==> src/rtl/seg7_pkg.sv <==
// rtl/seg7_pkg.sv - 7-segment constants, nibble decoder and debouncer state type
package seg7_pkg;

    localparam logic [6:0] SEG_ZERO  = 7'b1000000;
    localparam logic [6:0] SEG_BLANK = 7'h7F;

    typedef enum logic [1:0] {
        IDLE,
        ARMING,
        PRESSED,
        RELEASING
    } deb_state_t;

    // Active-low, bit 0 = segment a ... bit 6 = segment g
    function automatic logic [6:0] seg7_encode(input logic [3:0] nib);
        logic [6:0] seg;
        case (nib)
            4'h0:    seg = 7'h40;
            4'h1:    seg = 7'h79;
            4'h2:    seg = 7'h24;
            4'h3:    seg = 7'h30;
            4'h4:    seg = 7'h19;
            4'h5:    seg = 7'h12;
            4'h6:    seg = 7'h02;
            4'h7:    seg = 7'h78;
            4'h8:    seg = 7'h00;
            4'h9:    seg = 7'h10;
            4'hA:    seg = 7'h08;
            4'hB:    seg = 7'h03;
            4'hC:    seg = 7'h46;
            4'hD:    seg = 7'h21;
            4'hE:    seg = 7'h06;
            default: seg = 7'h0E;
        endcase
        return seg;
    endfunction

endpackage

==> src/rtl/key_debouncer.sv <==
// rtl/key_debouncer.sv - 2-flop key synchroniser and debounce FSM, one step pulse per press
module key_debouncer
    import seg7_pkg::*;
#(
    parameter int DEBOUNCE_CYC = 500000
) (
    input  logic clk,
    input  logic reset,
    input  logic i_key,
    output logic o_step
);

    localparam int CNT_W = (DEBOUNCE_CYC > 1) ? $clog2(DEBOUNCE_CYC) : 1;
    localparam logic [CNT_W-1:0] CNT_LAST = CNT_W'(DEBOUNCE_CYC - 1);

    logic             r_sync1;
    logic             r_sync2;
    deb_state_t       r_state;
    deb_state_t       w_state_nxt;
    logic [CNT_W-1:0] r_cnt;
    logic [CNT_W-1:0] w_cnt_nxt;

    always_ff @(posedge clk or posedge reset) begin
        if (reset) begin
            r_sync1 <= 1'b0;
            r_sync2 <= 1'b0;
            r_state <= IDLE;
            r_cnt   <= '0;
        end else begin
            r_sync1 <= i_key;
            r_sync2 <= r_sync1;
            r_state <= w_state_nxt;
            r_cnt   <= w_cnt_nxt;
        end
    end

    always_comb begin
        w_state_nxt = r_state;
        w_cnt_nxt   = r_cnt;
        o_step      = 1'b0;
        case (r_state)
            IDLE: begin
                if (r_sync2) begin
                    w_state_nxt = ARMING;
                    w_cnt_nxt   = '0;
                end
            end
            ARMING: begin
                if (!r_sync2) begin
                    w_state_nxt = IDLE;
                    w_cnt_nxt   = '0;
                end else if (r_cnt == CNT_LAST) begin
                    w_state_nxt = PRESSED;
                    w_cnt_nxt   = '0;
                end else begin
                    w_cnt_nxt = r_cnt + 1'b1;
                end
            end
            PRESSED: begin
                o_step      = 1'b1;
                w_state_nxt = RELEASING;
                w_cnt_nxt   = '0;
            end
            RELEASING: begin
                // Any high sample restarts the quiet-time count
                if (r_sync2) begin
                    w_cnt_nxt = '0;
                end else if (r_cnt == CNT_LAST) begin
                    w_state_nxt = IDLE;
                    w_cnt_nxt   = '0;
                end else begin
                    w_cnt_nxt = r_cnt + 1'b1;
                end
            end
            default: begin
                w_state_nxt = IDLE;
                w_cnt_nxt   = '0;
            end
        endcase
    end

endmodule

==> src/rtl/hex_display_pager.sv <==
// rtl/hex_display_pager.sv - channel snapshot paged across 7-segment digits on debounced key steps
// Optional auto-scroll: define HEX_PAGER_AUTO_SCROLL_EN.
module hex_display_pager
    import seg7_pkg::*;
#(
    parameter int DATA_W       = 32,
    parameter int NUM_CH       = 4,
    parameter int NUM_DIGITS   = 6,
    parameter int DEBOUNCE_CYC = 500000,
    parameter int SCROLL_CYC   = 50000000,
    localparam int NUM_PAGES   = (DATA_W + 4*NUM_DIGITS - 1) / (4*NUM_DIGITS),
    localparam int CH_W        = $clog2(NUM_CH),
    localparam int PG_W        = $clog2(NUM_PAGES) + 1
) (
    input  logic                    clk,
    input  logic                    reset,
    input  logic [NUM_CH*DATA_W-1:0] ch_data,
    input  logic [CH_W-1:0]         ch_sel,
    input  logic                    page_key,
    input  logic                    freeze,
    output logic [NUM_DIGITS*7-1:0] hex,
    output logic [PG_W-1:0]         page_idx,
    output logic [CH_W-1:0]         ch_idx
);

    if (DATA_W % 4 != 0 || NUM_CH < 2 || SCROLL_CYC < 1) begin : g_bad_cfg
        $error("hex_display_pager: invalid parameter set");
    end

    logic [CH_W-1:0]         r_ch_idx;
    logic [PG_W-1:0]         r_page;
    logic [DATA_W-1:0]       r_snap;
    logic [NUM_DIGITS*7-1:0] r_hex;
    logic [CH_W-1:0]         w_sel_eff;
    logic [DATA_W-1:0]       w_ch_word;
    logic                    w_ch_change;
    logic                    w_key_step;
    logic                    w_advance;

    key_debouncer #(
        .DEBOUNCE_CYC(DEBOUNCE_CYC)
    ) u_key_debouncer (
        .clk   (clk),
        .reset (reset),
        .i_key (page_key),
        .o_step(w_key_step)
    );

    assign w_sel_eff   = ({1'b0, ch_sel} < (CH_W+1)'(NUM_CH)) ? ch_sel : '0;
    assign w_ch_word   = ch_data[w_sel_eff*DATA_W +: DATA_W];
    assign w_ch_change = (r_ch_idx != w_sel_eff);

`ifdef HEX_PAGER_AUTO_SCROLL_EN
    localparam int SC_W = (SCROLL_CYC > 1) ? $clog2(SCROLL_CYC) : 1;

    logic [SC_W-1:0] r_scroll_cnt;
    logic            w_scroll_tick;

    assign w_scroll_tick = !freeze && (r_scroll_cnt == SC_W'(SCROLL_CYC - 1));

    always_ff @(posedge clk or posedge reset) begin
        if (reset) begin
            r_scroll_cnt <= '0;
        end else if (w_key_step || w_scroll_tick) begin
            r_scroll_cnt <= '0;
        end else if (!freeze) begin
            r_scroll_cnt <= r_scroll_cnt + 1'b1;
        end
    end

    assign w_advance = w_key_step | w_scroll_tick;
`else
    assign w_advance = w_key_step;
`endif

    // Nibbles past the end of the word show blank digits on the last page
    function automatic logic [NUM_DIGITS*7-1:0] page_segments(
        input logic [DATA_W-1:0] snap,
        input logic [PG_W-1:0]   page
    );
        logic [NUM_DIGITS*7-1:0] segs;
        int nib;
        segs = '0;
        for (int d = 0; d < NUM_DIGITS; d++) begin
            nib = int'(page) * NUM_DIGITS + d;
            if (nib < DATA_W / 4) begin
                segs[d*7 +: 7] = seg7_encode(4'(snap >> (4 * nib)));
            end else begin
                segs[d*7 +: 7] = SEG_BLANK;
            end
        end
        return segs;
    endfunction

    always_ff @(posedge clk or posedge reset) begin
        if (reset) begin
            r_ch_idx <= '0;
            r_page   <= '0;
            r_snap   <= '0;
            r_hex    <= {NUM_DIGITS{SEG_ZERO}};
        end else begin
            r_ch_idx <= w_sel_eff;
            // A channel switch restarts paging and outranks a same-cycle step
            if (w_ch_change) begin
                r_page <= '0;
            end else if (w_advance) begin
                r_page <= (r_page == PG_W'(NUM_PAGES - 1)) ? '0 : r_page + 1'b1;
            end
            if (!freeze || w_ch_change) begin
                r_snap <= w_ch_word;
            end
            r_hex <= page_segments(r_snap, r_page);
        end
    end

    assign hex      = r_hex;
    assign page_idx = r_page;
    assign ch_idx   = r_ch_idx;

endmodule

==> config.mk <==
export PLATFORM = sky130hd
export DESIGN_NAME = hex_display_pager
export DESIGN_NICKNAME = d
export VERILOG_FILES = /design/src/rtl/seg7_pkg.sv /design/src/rtl/key_debouncer.sv /design/src/rtl/hex_display_pager.sv
export SDC_FILE = /design/constraint.sdc
export NUM_CORES = 1
export LEC_CHECK = 0
export CORE_AREA = 5 5 136 138
export CTS_BUF_LIST = sky130_fd_sc_hd__clkbuf_4 sky130_fd_sc_hd__clkbuf_8 sky130_fd_sc_hd__clkbuf_16
export CTS_CLUSTER_SIZE = 25
export DETAILED_ROUTE_END_ITERATION = 12
export DIE_AREA = 0 0 141 143
export HOLD_SLACK_MARGIN = 0.08
export MAX_ROUTING_LAYER = met4
export PLACE_DENSITY = 0.67
export SETUP_SLACK_MARGIN = 0.15
export SLEW_MARGIN = 20
export SYNTH_ARGS = -nofsm -noshare
export SYNTH_HDL_FRONTEND = slang
export SYNTH_SLANG_ARGS = --single-unit
export TNS_END_PERCENT = 20
==> constraint.sdc <==
create_clock -name clk -period 4.3 [get_ports clk]
set_input_delay 1.075 -clock clk [delete_from_list [all_inputs] [get_ports clk]]
set_output_delay 1.075 -clock clk [all_outputs]
set_load 0.02 [all_outputs]
==> results of run 1 <==
## cell usage in the layout, fill, tap and decap left out, types with 14 or more instances in the layout
cell,instances
a21oi_1,18
a31oi_1,14
clkdlybuf4s50_1,178
dfrtp_1,95
ha_1,43
inv_1,31
mux2_2,39
mux2i_1,22
mux4_2,38
nand2_1,51
nand3_1,20
nor2_1,25
o21ai_0,34
## worst max path at each step
| stage | end | cells past startpoint | slack, ns | startpoint |
|---|---|---|---|---|
| 2_1_floorplan | asynchronous set/reset pin | 1 | 0.59 | reset |
| 3_3_place_gp | hex[10]$_DFF_PP0_ | 10 | 1.09 | page_idx[0]$_DFFE_PP0P_ |
| 3_5_place_dp | hex[10]$_DFF_PP0_ | 10 | 0.82 | page_idx[0]$_DFFE_PP0P_ |
| 4_1_cts | hex[10]$_DFF_PP0_ | 10 | 0.82 | page_idx[0]$_DFFE_PP0P_ |
| 5_1_grt | hex[10]$_DFF_PP0_ | 10 | 0.59 | page_idx[0]$_DFFE_PP0P_ |
| 6_report | hex[10]$_DFF_PP0_ | 10 | 0.83 | page_idx[0]$_DFFE_PP0P_ |
## per-layer routing
metal / global-route usage, % / part of all wire, % / vias to the layer above
li1: - / - / 2574
met1: 20.7 / 40 / 2706
met2: 32.8 / 53 / 185
met3: 3.88 / 4.9 / 34
met4: 6.07 / 2.6 / 0
met5: - / 0 / -
## through the flow
stage | hold WS (ns) | power, µW | cell area, µm² | utilization [%]
final | 0.358 | 3230 | 9020 | 52.9
after global routing | 0.373 | 3400 | 9020 | 52.9
after CTS | 0.364 | 3260 | 9020 | 52.9
after detailed placement | 0.340 | 2250 | 8650 | 50.7
after global placement | 0.344 | 2220 | 8650 | 50.7
after floorplan | 0.331 | 1790 | 6680 | -
## flip-flops by register name, indices dropped and copies added, names as in the netlist, named ones only
register / flops
r_snap: 32
u_key_debouncer.r_sync2: 1
hex: 42
u_key_debouncer.r_state: 1
ch_idx: 2
u_key_debouncer.r_cnt: 19
page_idx: 2
u_key_debouncer.r_sync1: 1
## final cells by class
type                       count  share of cell area [%]
clock buffer                   9                    2.50
clock inverter                 7                    1.61
inverter                      32                    1.36
multi-input combinational    435                    42.6
sequential                   101                    28.1
tap                          225                    3.12
timing repair buffer         188                    20.7
## cells by family (layout without fill, tap and decap cells)
| group | Yosys count | after routing |
|---|---|---|
| AO/OA/AOI/OAI | 120 | 120 |
| XOR/XNOR | 9 | 9 |
| adder cells (fa/ha/maj) | 44 | 44 |
| buffers and inverters | 70 | 236 |
| flip-flops | 101 | 101 |
| multiplexers | 102 | 102 |
| AND/OR/NAND/NOR | 160 | 160 |
## worst register-to-register path, cell delays in order, from the launching register on
cell and delay, ns:
dfrtp_1 0.59, inv_1 0.20, ha_1 0.61, nor3b_1 0.33, a31oi_1 0.10, a221oi_2 0.47
inv_1 0.18, ha_1 0.33, a211oi_1 0.05, a2111oi_0 0.40, a21oi_1 0.08
## power groups by stage
stage | Combinational, µW | Clock [µW] | Sequential (µW)
final | 1040 | 1000 | 1180
after global routing | 1130 | 1070 | 1200
after CTS | 1050 | 1020 | 1190
after detailed placement | 1050 | 0 | 1200
after global placement | 1020 | 0 | 1200
after floorplan | 494 | 0 | 1290
==> impl_results.md, run 1 <==
- DP HPWL: 14,000 µm
- Layout cells sized above 1: 15.9%
- Final setup vio count: 0
- Relative slew slack: 46.4%
- YS warnings: 0
- Peak VDD IR: 0.189 mV
- R2R setup slack: 0.83 ns
- Row count: 48
- Storage element area: 0.00253 mm²
- Crit-path slowest cell: ha_1
- Post-CTS resize count: 0
- Period utilisation layout: 80.8%
- Reg2Reg Depth: 10
- Port Buffers: 179
- Post-synth EDFFs: 0
- Sink Count: 101
- Hold wc startpoint: u_key_debouncer.r_sync1$_DFF_PP0_
- Final nets: 944
- WS Path Type: register to register
- Fin crit period: 3.47 ns
- Worst Hold Path Cells: 0
- Slowest stage delay, CP: 0.61 ns
- Largest family of logic cells by synthesized area: multiplexers
- Max Slew Vio Count: 0
- Worst Tran Pin Value: 0.801 ns
- Final worst-path setup slack: 0.825 ns
- Initial antenna violation count: 0
- Final Skew: 0.00877 ns
- Via-to-Cell Ratio: 5.52
- Syn Nets: 783
- Buf/Inv on CP: 2
- Synth top area cells: dfrtp_1, mux4_2, ha_1
- Fill count: 1,458
- Logic pwr share: 32.3%
- Post-synth top area cell: dfrtp_1
- Post-Syn Instances: 606
- Worst reg2reg endpoint: hex[10]$_DFF_PP0_
- Post-synthesis sequential area ratio: 37.9%
- Initial core utilization: 39.2%
- Remaining routing DRC violations: 0
- Post-CTS Setup Bufs: 0
- Placed insts: 981
- H-tree Lvls: 3
- Top FF cell, synth: dfrtp_1
- Die X: 141 µm
- Netlist cell types: 62
- Outcome: finished clean
- Diodes inserted: 0
- Pleak: 0.00374 µW
- Max_cap viols: 0
- Most frequent cell after synthesis: dfrtp_1
- Iter 0 DRT Violations: 304
- Power Internal: 2270 µW
- Switching Share: 29.6%
- GRT Total Usage: 18.4%
- Hold bufs inserted after CTS: 0
- Post-synthesis xor/xnor area fraction: 1.18%
- Psw: 955 µW
- Core Area: 0.0171 mm²
- Clock power share: 31.1%
- Synth top cells by count: dfrtp_1, nand2_1, ha_1
- Place WS: 0.822 ns
- Gp weighted congestion: 0.813
- Synthesized flop and latch total: 101
- Flop pwr share: 36.6%
- Vias in the first global route: 5,750
- Final non-filler cell total: 997
- Compound-gate portion of the synthesized area: 12.2%
- DRT Pass-1 Iters: 5
- Unrepaired setup endpoints after global routing: no
- Share of synthesized registers carrying an async set or reset: 100%
- Die area: 0.0202 mm²
- Synthesized area per cell: 11.0 µm²
- Largest net degree at the start of global routing: 63
- CTS root buf: clkbuf_16
- Area Overhead vs Synth: 34.9%
- Setup TNS: 0 ns
- R2r startpoint: page_idx[0]$_DFFE_PP0P_
- Die Y: 143 µm
- # IOs: 180
- Largest delay share family, worst path: compound AO/OA/AOI/OAI gates
- Fmax: 288 MHz
- Power per cell area: 358 mW/mm²
- Routed Antenna Nets: 0
- Critical Path RT: 4.51 ns
- Top-area cell type share of the netlist area: 35.6%
- Mux contribution to synthesized area: 23.7%
- Crit start category: register
- First-pass GRT wire length: 28,700 µm
- Synth Cell Area: 0.00668 mm²
- Routed len/inst: 17.9 µm
- Hold endpoint: u_key_debouncer.r_sync2$_DFF_PP0_
- CP arrival: 3.68 ns
- Simple-gate share of the synthesized area: 12.2%
- Worst-skew pair later-pin latency: 0.35 ns
- GRT overflow: 0
- Critical path endpoint category: register
- Clock transition at path regs: 0.07 ns
- CTS tree: built
- Area of the multi-input gates: 0.00384 mm²
- Crit-path max FO: 20
- Adder-cell share of the synthesized area: 8.20%
- CP Cell Sequence: inv_1, ha_1, nor3b_1, a31oi_1, a221oi_2, inv_1, ha_1, a211oi_1, a2111oi_0, a21oi_1
- Hold Crit Class: register to register
- Vias: 5,499
- Num CTS Buffers: 9
- Final WL: 17,800 µm
- Worst-case clock buffer depth: 2
- Final hold viol count: 0
No activity file was read; power rests on OpenSTA's default activity.
==> run 2, diff against run 1 <==
- PLACE_DENSITY: 0.67 -> 0.7
- clock period: 4.3 -> 3.1 ns (I/O delays scaled with it)
==> impl_results.md, run 2 (synthesis gave the netlist of run 1 again) <==
- Final hold viol count: 0
- Power per cell area: 473 mW/mm²
- H-tree Lvls: 3
- Slowest stage delay, CP: 0.40 ns
- GRT overflow: 0
- Leading cell types in the layout, fill and taps excluded: clkdlybuf4s50_1, dfrtp_1, nand2_1, ha_1, mux2_2
- Row count: 48
- Max_cap viols: 0
- Via-to-Cell Ratio: 5.45
- Final non-filler cell total: 1,009
- Routed Antenna Nets: 0
- Vias: 5,502
- Diodes inserted: 0
- DP HPWL: 14,900 µm
- Worst Tran Pin Value: 0.890 ns
- Unrepaired setup endpoints after global routing: yes
- CTS tree: built
- Hold Crit Class: register to register
- Final Skew: 0.00731 ns
- Port Buffers: 179
- Die X: 141 µm
- Core Area: 0.0171 mm²
- Area of the multi-input gates: 0.00385 mm²
- CTS root buf: clkbuf_16
- Largest net degree at the start of global routing: 39
- Most common cell after layout, fill and taps aside: clkdlybuf4s50_1
- CP Cell Sequence: inv_1, ha_2, buf_4, or2_2, nor2_1, inv_1, ha_1, nor2_1, a211oi_1, o21ai_0
- Storage element area: 0.00253 mm²
- Gp weighted congestion: 0.893
- Relative slew slack: 40.3%
- Final nets: 956
- Crit start category: register
- Worst-case clock buffer depth: 2
- Hold WS: 0.355 ns
- Vias in the first global route: 5,672
- Num CTS Buffers: 9
- Critical path endpoint category: register
- Initial core utilization: 39.2%
- Final worst-path setup slack: 0.312 ns
- Final WL: 18,400 µm
- Worst-skew pair later-pin latency: 0.36 ns
- Layout cells sized above 1: 17.6%
- Pleak: 0.00378 µW
- Die area: 0.0202 mm²
- Routed len/inst: 18.2 µm
- Crit-path max FO: 13
- Initial antenna violation count: 0
- Fill count: 1,483
- Die Y: 143 µm
- CP arrival: 3.01 ns
- Crit-path slowest cell: dfrtp_1
- WS Path Type: register to register
- Final setup vio count: 0
- GRT Total Usage: 19.0%
- Clock transition at path regs: 0.07 ns
- Area Overhead vs Synth: 35.9%
- Placed insts: 993
- DRT Pass-1 Iters: 4
- Post-CTS resize count: 0
- Max Slew Vio Count: 0
- Sink Count: 101
- Period utilisation layout: 89.9%
- First-pass GRT wire length: 29,500 µm
- Peak VDD IR: 0.283 mV
- Max reg flops: 42
- Post-CTS Setup Bufs: 0
- Fin crit period: 2.79 ns
- Fmax: 359 MHz
- # IOs: 180
- Critical Path RT: 3.32 ns
- Iter 0 DRT Violations: 359
- Place WS: 0.271 ns
- Outcome: finished clean
- Hold bufs inserted after CTS: 0
- Remaining routing DRC violations: 0
run 2: cell count changes in the layout (fill, tap and decap cells not counted), sizes merged:
cell / delta
bufinv: -3
buf: +12
clkinv: +4
inv: -1
run 2: area by class of cell:
| cell class | count | area share, % |
|---|---|---|
| Inverter | 32 | 1.36 |
| Clock inverter | 7 | 0.909 |
| Multi-Input combinational cell | 435 | 42.4 |
| Tap cell | 225 | 3.10 |
| Clock buffer | 9 | 2.48 |
| Timing Repair Buffer | 200 | 21.8 |
| Sequential cell | 101 | 27.9 |
run 2: path summary, 6_finish.rpt:
path	startpoint	to	slack (ns)	depth (start not counted)
worst max-delay path	page_idx[0]$_DFFE_PP0P_	hex[24]$_DFF_PP0_	0.31	10
worst min-delay path	u_key_debouncer.r_sync1$_DFF_PP0_	u_key_debouncer.r_sync2$_DFF_PP0_	0.36	0
worst max register to register	page_idx[0]$_DFFE_PP0P_	hex[24]$_DFF_PP0_	0.31	10
worst min register to register	u_key_debouncer.r_sync1$_DFF_PP0_	u_key_debouncer.r_sync2$_DFF_PP0_	0.36	0
max in group asynchronous	reset	hex[13]$_DFF_PP1_	1.62	3
min in group asynchronous	reset	u_key_debouncer.r_cnt[1]$_DFFE_PP0P_	0.83	2
run 2: worst max-delay path, delay by kind of cell (launching register included):
kind,cells,cell delay (ns)
AO/OA/AOI/OAI,2,0.30
AND/OR/NAND/NOR,3,0.70
flip-flops,1,0.40
adder cells (fa/ha/maj),2,0.71
buffers and inverters,3,0.54
run 2: per-stage QoR:
stage | area [µm²] | util, % | TNS [ns] | total power, µW
floorplan | 6690 | - | -1.03 | 2480
global placement | 8770 | 51.4 | 0 | 3110
detailed placement | 8770 | 51.4 | 0 | 3150
CTS | 9080 | 53.2 | 0 | 4340
global route | 9080 | 53.3 | 0 | 4520
finish | 9080 | 53.3 | 0 | 4290
run 2: power by group:
group	leakage (µW)	total [µW]	switching, µW	internal, µW
registers	0.00125	1640	118	1520
clock network	0.000151	1170	537	638
logic	0.00238	1480	707	770
total	0.00378	4290	1360	2930
run 2: metal layers:
| metal | wire length [µm] | share of wire (%) | up-vias | global-route usage (%) |
|---|---|---|---|---|
| met4 | 658 | 3.6 | 0 | 8.77 |
| li1 | - | - | 2595 | - |
| met1 | 7650 | 42 | 2685 | 22.4 |
| met2 | 9080 | 49 | 183 | 31.7 |
| met3 | 974 | 5.3 | 39 | 3.65 |
| met5 | 0 | 0 | - | - |
==> run 3, diff against run 2 <==
- MAX_ROUTING_LAYER: met4 -> default
==> impl_results.md, run 3 (synthesis gave the netlist of run 1 again) <==
- Layout cells sized above 1: 17.5%
- Clock transition at path regs: 0.07 ns
- First-pass GRT wire length: 29,500 µm
- Final WL: 18,400 µm
- Vias in the first global route: 5,658
- Max_cap viols: 0
- Place WS: 0.326 ns
- Hold wc startpoint: u_key_debouncer.r_sync1$_DFF_PP0_
- Max reg flops: 42
- Outcome: finished clean
- Worst Tran Pin Value: 0.885 ns
- Die area: 0.0202 mm²
- Placed insts: 991
- Area Overhead vs Synth: 35.8%
- Setup TNS: 0 ns
- Num CTS Buffers: 9
- Peak VDD IR: 0.245 mV
- CTS root buf: clkbuf_16
- Sink Count: 101
- Post-CTS Setup Bufs: 0
- Max Slew Vio Count: 0
- CP Launch Point: page_idx[0]$_DFFE_PP0P_
- Final worst-path setup slack: 0.339 ns
- Pleak: 0.00378 µW
- Crit start category: register
- Remaining routing DRC violations: 0
- Hold WS: 0.353 ns
- CP arrival: 2.98 ns
- Row count: 48
- Vias: 5,531
- Final nets: 954
- Leading cell types in the layout, fill and taps excluded: clkdlybuf4s50_1, dfrtp_1, nand2_1, ha_1, mux2_2
- Final non-filler cell total: 1,007
- CTS tree: built
- Fin crit period: 2.76 ns
- Core Area: 0.0171 mm²
- WS Path Type: register to register
- DP HPWL: 14,500 µm
- Worst-case clock buffer depth: 2
- # IOs: 180
- Die Y: 143 µm
- GRT overflow: 0
- Period utilisation layout: 89.1%
- Routed Antenna Nets: 0
- Hold Crit Class: register to register
- Via-to-Cell Ratio: 5.49
- Final Skew: 0.0111 ns
- Unrepaired setup endpoints after global routing: yes
- Largest net degree at the start of global routing: 102
- Power per cell area: 480 mW/mm²
- Iter 0 DRT Violations: 410
- DRT Pass-1 Iters: 5
- Die X: 141 µm
- Final setup vio count: 0
- Crit-path max FO: 13
- Final hold viol count: 0
- Critical Path RT: 3.32 ns
- Gp weighted congestion: 0.882
- H-tree Lvls: 3
- Initial antenna violation count: 0
- Relative slew slack: 40.6%
- Most common cell after layout, fill and taps aside: clkdlybuf4s50_1
- Routed len/inst: 18.3 µm
- R2r startpoint: page_idx[0]$_DFFE_PP0P_
- Critical path endpoint category: register
- GRT Total Usage: 18.5%
- Diodes inserted: 0
- Fmax: 362 MHz
- Worst-skew pair later-pin latency: 0.35 ns
- Hold bufs inserted after CTS: 0
- Port Buffers: 179
- Fill count: 1,436
- Initial core utilization: 39.2%
[run 3: final cells by class]
| cell class | count | area [µm²] | share of cell area [%] |
|---|---|---|---|
| multi-input cells | 435 | 3860 | 42.5 |
| repair buffers | 198 | 1950 | 21.5 |
| clock inverters | 6 | 86.3 | 0.951 |
| flip-flops and latches | 101 | 2530 | 27.9 |
| clock buffers | 10 | 239 | 2.63 |
| inverters | 32 | 124 | 1.36 |
| well taps | 225 | 282 | 3.10 |
[run 3: stage by stage]
step / total power, µW / area, µm² / util [%]
finish: 4360 / 9080 / 53.2
global route: 4580 / 9080 / 53.2
CTS: 4400 / 9070 / 53.2
detailed placement: 3150 / 8740 / 51.2
global placement: 3110 / 8740 / 51.2
floorplan: 2480 / 6690 / -
[run 3: worst max-delay path: stages, from the launching register on]
cell and delay, ns:
dfrtp_1 0.36, inv_1 0.11, ha_2 0.49, buf_4 0.21, or2_2 0.20, nor2_1 0.08, buf_4 0.16, ha_1 0.18
inv_1 0.07, nor2_1 0.05, a2111oi_0 0.56, o21ai_0 0.14
[run 3: metal layers]
layer  global-route usage [%]  routed length, µm  up-vias
li1                         -                  -     2590
met1                     22.6               7590     2700
met2                     32.6               9340      216
met3                     4.05               1170       25
met4                     5.92                354        0
met5                        0                  0        -
[run 3: power breakdown]
part | internal [µW] | switching (µW) | total [µW]
Combinational | 767 | 711 | 1480
Clock | 728 | 508 | 1240
Sequential | 1520 | 119 | 1640
Total | 3020 | 1340 | 4360
[run 3: final timing paths]
path	to	slack [ns]	cells past startpoint
setup / recovery	hex[17]$_DFF_PP0_	0.34	11
hold / removal	u_key_debouncer.r_sync2$_DFF_PP0_	0.35	0
setup reg to reg	hex[17]$_DFF_PP0_	0.34	11
hold reg to reg	u_key_debouncer.r_sync2$_DFF_PP0_	0.35	0
max in group asynchronous	r_snap[22]$_DFFE_PP0P_	1.70	3
min in group asynchronous	hex[28]$_DFF_PP0_	0.90	3
[run 3: what timing repair did]
item	4_1_cts	5_1_grt
endpoints found under the setup margin	0	5
endpoints found under the hold margin	0	0
resized for setup	0	3
